==> src/rtl/ysyx_22040125_pkg.sv <==
// Shared definitions for the instruction fetch unit: widths, reset PC and FSM encoding.
package ysyx_22040125_pkg;

    localparam int          XLEN_DEF   = 64;
    localparam int          INST_W_DEF = 32;
    localparam logic [63:0] RESET_PC   = 64'h0000_0000_8000_0000;

    typedef enum logic [2:0] {
        IDLE = 3'd0,
        REQ  = 3'd1,
        WAIT = 3'd2,
        HOLD = 3'd3,
        DROP = 3'd4
    } ifu_state_t;

    function automatic logic misaligned(input logic [1:0] pc_lo);
        return pc_lo != 2'b00;
    endfunction

endpackage

==> src/rtl/ysyx_22040125_ifu_if.sv <==
// Bus bundle between the fetch unit (master) and PC register, memory and decode (slave).
interface ysyx_22040125_ifu_if
    import ysyx_22040125_pkg::*;
#(
    parameter int XLEN   = XLEN_DEF,
    parameter int INST_W = INST_W_DEF
) ();

    // Every valid/ready pair transfers on a rising edge where both are 1; a raised
    // valid keeps its payload stable until then, and ready may depend on valid.
    logic [XLEN-1:0]   cpu_pc;
    logic              flush;
    logic              stall;

    logic              mem_req_valid;
    logic              mem_req_ready;
    logic [XLEN-1:0]   mem_req_addr;
    logic              mem_rsp_valid;
    logic [63:0]       mem_rsp_data;

    logic              inst_valid;
    logic              id_ready;
    logic [INST_W-1:0] inst;
    logic [XLEN-1:0]   inst_pc;
    logic              inst_misalign;

    modport master (
        input  cpu_pc, flush, mem_req_ready, mem_rsp_valid, mem_rsp_data, id_ready,
        output stall, mem_req_valid, mem_req_addr, inst_valid, inst, inst_pc, inst_misalign
    );

    modport slave (
        output cpu_pc, flush, mem_req_ready, mem_rsp_valid, mem_rsp_data, id_ready,
        input  stall, mem_req_valid, mem_req_addr, inst_valid, inst, inst_pc, inst_misalign
    );

endinterface

==> src/rtl/ysyx_22040125_inst_sel.sv <==
// Picks the 32-bit instruction word out of a fetched doubleword by PC bit 2.
module ysyx_22040125_inst_sel #(
    parameter int INST_W = 32
) (
    input  logic [63:0]       data,
    input  logic              upper,
    output logic [INST_W-1:0] inst
);

    assign inst = upper ? data[32 +: INST_W] : data[0 +: INST_W];

endmodule

==> src/rtl/ysyx_22040125_ifu.sv <==
// Single-outstanding instruction fetch unit: PC -> memory request -> response -> decode hold.
module ysyx_22040125_ifu
    import ysyx_22040125_pkg::*;
#(
    parameter int XLEN   = XLEN_DEF,
    parameter int INST_W = INST_W_DEF
) (
    input  logic                clk,
    input  logic                rst,
    ysyx_22040125_ifu_if.master bus,
    output ifu_state_t          dbg_state
);

    ifu_state_t        state;
    ifu_state_t        state_next;
    logic              req_accept;
    logic              rsp_capture;
    logic [XLEN-1:0]   fetch_pc;
    logic [INST_W-1:0] sel_inst;
    logic [INST_W-1:0] inst_r;
    logic [XLEN-1:0]   inst_pc_r;
    logic              misalign_r;

    ysyx_22040125_inst_sel #(.INST_W(INST_W)) u_inst_sel (
        .data  (bus.mem_rsp_data),
        .upper (fetch_pc[2]),
        .inst  (sel_inst)
    );

    always_ff @(posedge clk) begin
        if (!rst) begin
            state      <= IDLE;
            fetch_pc   <= '0;
            inst_r     <= '0;
            inst_pc_r  <= '0;
            misalign_r <= 1'b0;
        end else begin
            state <= state_next;
            if (req_accept) begin
                fetch_pc <= bus.cpu_pc;
            end
            if (rsp_capture) begin
                inst_r     <= sel_inst;
                inst_pc_r  <= fetch_pc;
                misalign_r <= misaligned(fetch_pc[1:0]);
            end
        end
    end

    always_comb begin
        state_next  = state;
        req_accept  = 1'b0;
        rsp_capture = 1'b0;
        case (state)
            IDLE: state_next = REQ;
            REQ: begin
                req_accept = bus.mem_req_ready;
                // An accepted request is owed a response even when flushed, so DROP absorbs it.
                if (bus.flush) begin
                    state_next = bus.mem_req_ready ? DROP : REQ;
                end else if (bus.mem_req_ready) begin
                    state_next = WAIT;
                end
            end
            WAIT: begin
                if (bus.flush) begin
                    state_next = bus.mem_rsp_valid ? REQ : DROP;
                end else if (bus.mem_rsp_valid) begin
                    rsp_capture = 1'b1;
                    state_next  = HOLD;
                end
            end
            HOLD: begin
                if (bus.flush || bus.id_ready) begin
                    state_next = REQ;
                end
            end
            DROP: begin
                // A flush alone keeps waiting; a response in the same cycle still retires the request.
                if (bus.mem_rsp_valid) begin
                    state_next = REQ;
                end
            end
            default: state_next = IDLE;
        endcase
    end

    assign bus.mem_req_valid = rst && (state == REQ);
    assign bus.mem_req_addr  = {bus.cpu_pc[XLEN-1:3], 3'b000};
    assign bus.inst_valid    = rst && (state == HOLD) && !bus.flush;
    assign bus.stall         = !(rst && (((state == HOLD) && bus.id_ready) || bus.flush));
    assign bus.inst          = inst_r;
    assign bus.inst_pc       = inst_pc_r;
    assign bus.inst_misalign = misalign_r;
    assign dbg_state         = state;

endmodule

==> src/flat_wrapper.sv <==
// flat-port wrapper written by rule: the top's interface ports become plain ports
module ysyx_22040125_ifu_flat import ysyx_22040125_pkg::*;
#(
    parameter int XLEN   = XLEN_DEF,
    parameter int INST_W = INST_W_DEF
)
  (clk, rst, dbg_state, bus_cpu_pc, bus_flush, bus_mem_req_ready, bus_mem_rsp_valid, bus_mem_rsp_data, bus_id_ready, bus_stall, bus_mem_req_valid, bus_mem_req_addr, bus_inst_valid, bus_inst, bus_inst_pc, bus_inst_misalign);
  ysyx_22040125_ifu_if #(.XLEN(XLEN), .INST_W(INST_W)) bus_i ();
  input  logic clk;
  input  logic rst;
  output ifu_state_t dbg_state;
  input wire logic [$bits(bus_i.cpu_pc)-1:0] bus_cpu_pc;
  input wire logic [$bits(bus_i.flush)-1:0] bus_flush;
  input wire logic [$bits(bus_i.mem_req_ready)-1:0] bus_mem_req_ready;
  input wire logic [$bits(bus_i.mem_rsp_valid)-1:0] bus_mem_rsp_valid;
  input wire logic [$bits(bus_i.mem_rsp_data)-1:0] bus_mem_rsp_data;
  input wire logic [$bits(bus_i.id_ready)-1:0] bus_id_ready;
  output wire logic [$bits(bus_i.stall)-1:0] bus_stall;
  output wire logic [$bits(bus_i.mem_req_valid)-1:0] bus_mem_req_valid;
  output wire logic [$bits(bus_i.mem_req_addr)-1:0] bus_mem_req_addr;
  output wire logic [$bits(bus_i.inst_valid)-1:0] bus_inst_valid;
  output wire logic [$bits(bus_i.inst)-1:0] bus_inst;
  output wire logic [$bits(bus_i.inst_pc)-1:0] bus_inst_pc;
  output wire logic [$bits(bus_i.inst_misalign)-1:0] bus_inst_misalign;
  assign bus_i.cpu_pc = bus_cpu_pc;
  assign bus_i.flush = bus_flush;
  assign bus_i.mem_req_ready = bus_mem_req_ready;
  assign bus_i.mem_rsp_valid = bus_mem_rsp_valid;
  assign bus_i.mem_rsp_data = bus_mem_rsp_data;
  assign bus_i.id_ready = bus_id_ready;
  assign bus_stall = bus_i.stall;
  assign bus_mem_req_valid = bus_i.mem_req_valid;
  assign bus_mem_req_addr = bus_i.mem_req_addr;
  assign bus_inst_valid = bus_i.inst_valid;
  assign bus_inst = bus_i.inst;
  assign bus_inst_pc = bus_i.inst_pc;
  assign bus_inst_misalign = bus_i.inst_misalign;
  ysyx_22040125_ifu #(.XLEN(XLEN), .INST_W(INST_W)) u_core (.clk(clk), .rst(rst), .bus(bus_i), .dbg_state(dbg_state));
endmodule
==> config.mk <==
export PLATFORM = sky130hd
export DESIGN_NAME = ysyx_22040125_ifu_flat
export DESIGN_NICKNAME = d
export VERILOG_FILES = /design/src/rtl/ysyx_22040125_pkg.sv /design/src/rtl/ysyx_22040125_ifu_if.sv /design/src/rtl/ysyx_22040125_inst_sel.sv /design/src/rtl/ysyx_22040125_ifu.sv /design/src/flat_wrapper.sv
export SDC_FILE = /design/constraint.sdc
export NUM_CORES = 1
export LEC_CHECK = 0
export CELL_PAD_IN_SITES_DETAIL_PLACEMENT = 0
export CELL_PAD_IN_SITES_GLOBAL_PLACEMENT = 1
export CORE_MARGIN = 2
export CORE_UTILIZATION = 31
export CTS_BUF_LIST = sky130_fd_sc_hd__clkbuf_8
export CTS_CLUSTER_SIZE = 24
export DETAILED_ROUTE_END_ITERATION = 6
export HOLD_SLACK_MARGIN = 0.15
export PLACE_DENSITY_LB_ADDON = 0.3
export SKIP_CTS_REPAIR_TIMING = 1
export SYNTH_ARGS = -nofsm -noshare
export SYNTH_HDL_FRONTEND = slang
export SYNTH_HIERARCHICAL = 1
export SYNTH_SLANG_ARGS = --single-unit
==> constraint.sdc <==
create_clock -name clk -period 1.99 [get_ports clk]
set_input_delay 0.2985 -clock clk [delete_from_list [all_inputs] [get_ports clk]]
set_output_delay 0.2985 -clock clk [all_outputs]
set_load 0.01 [all_outputs]
==> summary.md, run 1 <==
| Metric | Value |
|---|---|
| RSZ-0062 raised after global routing | false |
| Req. time, crit path | between 1.5 and 2 ns |
| CTS tree | done |
| Die ar. | ~24,000 sq um |
| Non-Filler Instances | between 1,000 and 1,500 |
| Top cells by area, synth | dfxtp_1, a21oi_1, nand3_1 |
| Port bufs | 297 |
| Hold Vio Cnt, Final | 0 |
| Max clock buf depth | 2 |
| Hpwl dp | about 15,000 microns |
| Total grt overflow | 0 |
| Share of post-route cells with drive strength above 1 | 11.3% |
| Post-layout net count | roughly 1,200 |
| Worst slew margin | between 60% and 70% |
| DR vias/cell | 4.87 |
| Commonest cells in the netlist | dfxtp_1, a21oi_1, nand2_1, nand3_1, o21ai_0 |
| Async SR Flop Fraction | 0% |
| Yosys warnings | 6 |
| Status | completed |
| DRC Markers | 0 |
| Crit. End Element | output port |
| CTS Root Cell | clkbuf_8 |
| Mapped Area | 7190 sq um |
| Synth area leader | dfxtp_1 |
| #FFs+latches synth | 164 |
| Area fraction of the dominant cell type after synthesis | 45.7% |
| Via count | between 6,000 and 7,000 |
| Core Area | around 23,000 sq um |
| Area Overhead vs Synth | 47.2% |
| Total routed wirelength | 22,400 microns |
| Clock-pin slew on the worst setup and hold paths | roughly 0.10 ns |
| TritonCTS Buffers | 17 |
| CP max FO | 9 |
| Min-delay src | bus_mem_rsp_valid |
| Max-cap violation count | 0 |
| Class of the most critical setup path | reg -> out |
| Num ports | 301 |
| Initial Utilization | 31.7% |
| Hold crit path type | in -> reg |
| Most common cell in the netlist | dfxtp_1 |
| Antenna diode count | 0 |
| Inst Count DP | 1,335 |
| Crit path from | u_core/dbg_state[1] |
| 1st-iter DRT viols | between 300 and 400 |
| Netlist cell types | 39 |
| Syn Inst Count | ~860 |
| CTS sink cnt | between 150 and 200 |
| DRT Pass-1 Iters | 5 |
| Die Y | approximately 160 microns |
| Number of flops mapped to enable cells by yosys | 0 |
| Startpoint types | register |
| Power Dens Cells | around 670 nW/um^2 |
| Largest net degree at the start of global routing | 57 |
| Worst path cell trace | buf_4 > clkdlybuf4s50_1 |
| Leakage power total | about 3.7 nW |
| Final hold slack | 0.303 ns |
| Post-route cell area | 10,600 sq um |
| Final GP Congestion | between 0.7 and 0.8 |
| Clk Latency, worst-skew pair | between 0.4 and 0.5 ns |
| Fin crit share | 95.8% |
| Initial antenna violation count | 0 |
| Max Fclk | 0.524 GHz |
| Vias in the first global route | roughly 6,300 |
| Routed Antenna Nets | 0 |
| Row cnt | 55 |
| Register area share after synthesis | ~46% |
| Min cycle time layout | ~1.9 ns |
| WL per Instance | between 15 and 20 microns |
| Worst reg2reg path startpoint | u_core/dbg_state[0] |
| CP peak stage delay | approximately 0.57 ns |
| H-tree levels | 4 |
| Max-slew violation count | 0 |
| Total power | approximately 7.1 mW |
| WP data arrival | approximately 1.6 ns |
| First-pass GRT wire length | approximately 34,000 microns |
| Average size of a mapped cell | 8.41 sq um |
| Critical-path top delay cell | clkdlybuf4s50_1 |
| Main synth FF type | dfxtp_1 |
| Die Wd | around 160 microns |
| Worst-margin pin slew | 0.573 ns |
| Overall global routing resource usage | approximately 18% |
| Placement Cell Area | between 10,000 and 15,000 sq um |
| Worst vdd ir | 419 uV |
| Setup-failing EPs final | 0 |
| Final Skew | about 0.014 ns |
-- cells by family (layout without fill, tap and decap cells) --
kind of cell | Yosys count | in the layout | synth area share [%]
buffers and inverters | 148 | 374 | 13.0
muxes | 33 | 33 | 6.73
other | 1 | 3 | 0.0522
and+or+nand+nor | 241 | 241 | 15.5
AOI/OAI and AO/OA | 268 | 268 | 19.1
DFF | 164 | 164 | 45.7
-- layer usage --
metal | global-route usage [%] | share of wire, %
met5 | 0 | 0
met4 | 5.42 | 1.5
met3 | 4.76 | 7.1
met2 | 28.6 | 46
met1 | 23.2 | 45
-- power breakdown --
group          total, mW  internal (mW)  switching [mW]
registers           3.40           3.36          0.0421
logic               1.05          0.578           0.468
clock network       2.63           1.28            1.35
-- metrics by stage --
| stage | utilization (%) | setup WS, ns | setup TNS (ns) |
|---|---|---|---|
| finish | 46.6 | 0.0828 | 0 |
| global route | 46.6 | 0.0111 | 0 |
| CTS | 46.5 | -0.616 | -1.14 |
| detailed placement | 44.6 | -0.325 | -0.325 |
| global placement | 44.6 | -0.336 | -0.363 |
| floorplan | - | 0.392 | 0 |
-- state kept, by name, summed over array words and instances, names as in the netlist --
signal                    cells
u_core/fetch_pc              64
u_core/bus.inst_pc           64
u_core/bus.inst              32
u_core/dbg_state              3
u_core/bus.inst_misalign      1
-- final timing paths --
kind | cells after the start | slack, ns | end
worst max-delay path | 2 | 0.08 | dbg_state[1]
worst min register to register | 2 | 0.46 | u_core/fetch_pc[5]
worst min-delay path | 3 | 0.30 | u_core/bus.inst_pc[13]
worst max register to register | 5 | 0.27 | u_core/bus.inst_pc[61]
-- cell type report --
type	instances	area (sq um)
Fill cell	2252	12100
Clock buffer	17	234
Sequential cell	164	3290
Inverter	3	13.8
Timing Repair Buffer	339	3470
Multi-Input combinational cell	545	3020
Clock inverter	15	199
Tap cell	285	357
-- placed cells by master, fill, tap and decap left out, types with 2 or more instances in the layout --
cell type and instances:
nand2_1 128, buf_4 29, nand3b_1 2, mux2_2 3, dfxtp_2 3, nor2_1 2
o21ai_1 27, clkdlybuf4s50_1 292, nor3_1 2, dfxtp_1 160, mux2_4 30, a21oi_1 162
conb_1 3, buf_12 14, dlymetal6s2s_1 4, clkinv_4 4, bufinv_16 3, inv_6 4
o21ai_2 4, clkbuf_8 17, inv_1 2, nand3_1 96, o21ai_0 68
-- critical path: cells and delay by family, from the launching register on --
family | cells | cell delay (ns)
flip-flops | 1 | 0.40
buffers and inverters | 2 | 0.75
No activity file was read; power rests on OpenSTA's default activity.
==> run 2, diff against run 1 <==
--- a/config.mk
+++ b/config.mk
@@ -5,9 +5,10 @@
 export SDC_FILE = /design/constraint.sdc
 export NUM_CORES = 1
 export LEC_CHECK = 0
+export CAP_MARGIN = 20
 export CELL_PAD_IN_SITES_DETAIL_PLACEMENT = 0
 export CELL_PAD_IN_SITES_GLOBAL_PLACEMENT = 1
-export CORE_MARGIN = 2
+export CORE_MARGIN = 5
 export CORE_UTILIZATION = 31
 export CTS_BUF_LIST = sky130_fd_sc_hd__clkbuf_8
 export CTS_CLUSTER_SIZE = 24
@@ -15,6 +16,7 @@
 export HOLD_SLACK_MARGIN = 0.15
 export PLACE_DENSITY_LB_ADDON = 0.3
 export SKIP_CTS_REPAIR_TIMING = 1
+export SLEW_MARGIN = 40
 export SYNTH_ARGS = -nofsm -noshare
 export SYNTH_HDL_FRONTEND = slang
 export SYNTH_HIERARCHICAL = 1
==> summary.md, run 2 (synthesis gave the netlist of run 1 again) <==
| Metric | Value |
|---|---|
| Status | completed |
| Min cycle time layout | 1.88 ns (-0.0262 ns) |
| Largest net degree at the start of global routing | 54 (-5.3%) |
| DRC Markers | 0 (unchanged) |
| Max Fclk | 0.532 GHz (+1.4%) |
| Worst slew margin | 58.6% (-3.2 points) |
| Hold Vio Cnt, Final | 0 (unchanged) |
| CTS sink cnt | 164 (unchanged) |
| Area taken by flip-flops and latches | 3300 sq um (+0.15%) |
| WL per Instance | 16.8 microns (+2.6%) |
| Total routed wirelength | 22,900 microns (+2.1%) |
| Vias in the first global route | 6,473 (+2.0%) |
| Startpoint types | register |
| Most frequent cells in the layout | clkdlybuf4s50_1, a21oi_1, dfxtp_1 |
| Commonest non-fill, non-tap cell in the layout | clkdlybuf4s50_1 |
| Multi-input gate area | 3010 sq um (-0.12%) |
| Overall global routing resource usage | 16.6% (-1.1 points) |
| Inst Count DP | 1,329 (-0.45%) |
| Row cnt | 55 (unchanged) |
| Die Wd | 162 microns (+3.8%) |
| Min-delay src | bus_cpu_pc[1] |
| Power Dens Cells | 645 nW/um^2 (-3.5%) |
| TritonCTS Buffers | 17 (unchanged) |
| Fill count | 2,314 (+2.8%) |
| RSZ-0062 raised after global routing | false |
| WP data arrival | 1.58 ns (-0.03 ns) |
| Max-slew violation count | 0 (unchanged) |
| Most used routing layer | met2 |
| GR Util met2 | 26.9% (-1.7 points) |
| Total power | 6.76 mW (-4.5%) |
| Share of post-route cells with drive strength above 1 | 10.7% (-0.59 points) |
| Fin crit share | 94.5% (-1.3 points) |
| Met1 GRT Util | 21.3% (-1.9 points) |
| Worst reg2reg path startpoint | u_core/dbg_state[2] |
| Clock-pin slew on the worst setup and hold paths | 0.09 ns (about the same) |
| H-tree levels | 4 (unchanged) |
| Leakage power total | 3.59 nW (-1.9%) |
| Num ports | 301 (unchanged) |
| Final Skew | 0.0176 ns (+0.00372 ns) |
| DRT Pass-1 Iters | 6 (+1) |
| Hpwl dp | 15,800 microns (+6.1%) |
| Req. time, crit path | 1.69 ns (about the same) |
| Crit path from | u_core/dbg_state[0] |
| Die Y | 162 microns (+3.8%) |
| Via count | 6,628 (-0.57%) |
| Max-cap violation count | 0 (unchanged) |
| Initial antenna violation count | 0 (unchanged) |
| Worst-margin pin slew | 0.621 ns (+0.0482 ns) |
| Hold crit path type | in -> reg |
| DR vias/cell | 4.87 (-0.13%) |
| Initial Utilization | 31.7% (unchanged) |
| Die ar. | 26,300 sq um (+7.8%) |
| Setup-failing EPs final | 0 (unchanged) |
| Class of the most critical setup path | reg -> out |
| Met3 usage in global routing | 5.79% (+1.0 points) |
| Routed Antenna Nets | 0 (unchanged) |
| Antenna diode count | 0 (unchanged) |
| Clk Latency, worst-skew pair | 0.46 ns (about the same) |
| Post-layout net count | 1,198 (-0.50%) |
| CTS tree | done |
| Final GP Congestion | 0.739 (-3.8%) |
| CP max FO | 10 (+1) |
| Core Area | 22,700 sq um (unchanged) |
| Worst vdd ir | 336 uV (-20%) |
| Port bufs | 297 (unchanged) |
| Non-Filler Instances | 1,362 (-0.44%) |
| Crit. End Element | output port |
| 1st-iter DRT viols | 399 (+5.6%) |
| Area Overhead vs Synth | 45.7% |
| Max clock buf depth | 2 (unchanged) |
| First-pass GRT wire length | 35,500 microns (+3.6%) |
| CTS Root Cell | clkbuf_8 |
| Total grt overflow | 0 (unchanged) |
-- run 2: worst paths after layout --
check / end / slack [ns] / cells past startpoint
max: dbg_state[0] / 0.11 / 2
min: u_core/fetch_pc[1] / 0.40 / 3
max reg2reg: u_core/bus.inst_pc[37] / 0.34 / 6
min reg2reg: u_core/fetch_pc[3] / 0.46 / 2
-- run 2: layout make-up --
cell class / instances / area share, %
sequential: 164 / 31.5
tap: 285 / 3.40
clock buffer: 17 / 2.23
clock inverter: 15 / 1.29
multi-input combinational: 545 / 28.8
timing repair buffer: 333 / 32.7
inverter: 3 / 0.131
-- run 2: critical path: stages, from the launching register on --
cell,delay (ns)
dfxtp_4,0.41
buf_4,0.18
clkdlybuf4s50_1,0.55
-- run 2: metrics by stage --
stage / instance area, sq um / util [%] / setup slack, ns / hold slack (ns) / TNS, ns
final: 10500 / 46.1 / 0.109 / 0.404 / 0
after global routing: 10500 / 46.1 / 0.0237 / 0.392 / 0
after CTS: 10400 / 46.0 / -0.264 / 0.127 / -0.945
after detailed placement: 10100 / 44.4 / 0.0492 / 0.447 / 0
after global placement: 10100 / 44.4 / 0.0524 / 0.442 / 0
after floorplan: 7200 / - / 0.392 / 0.416 / 0
-- run 2: layer usage --
layer / up-vias / part of all wire [%]
met2: 222 / 47
met4: 0 / 1.0
met1: 3091 / 43
met5: - / 0
li1: 3302 / -
met3: 13 / 8.7
-- run 2: report_power, final --
part | internal, mW | switching [mW]
clock | 0.929 | 1.39
combinational | 0.572 | 0.464
sequential | 3.36 | 0.0453
total | 4.86 | 1.90
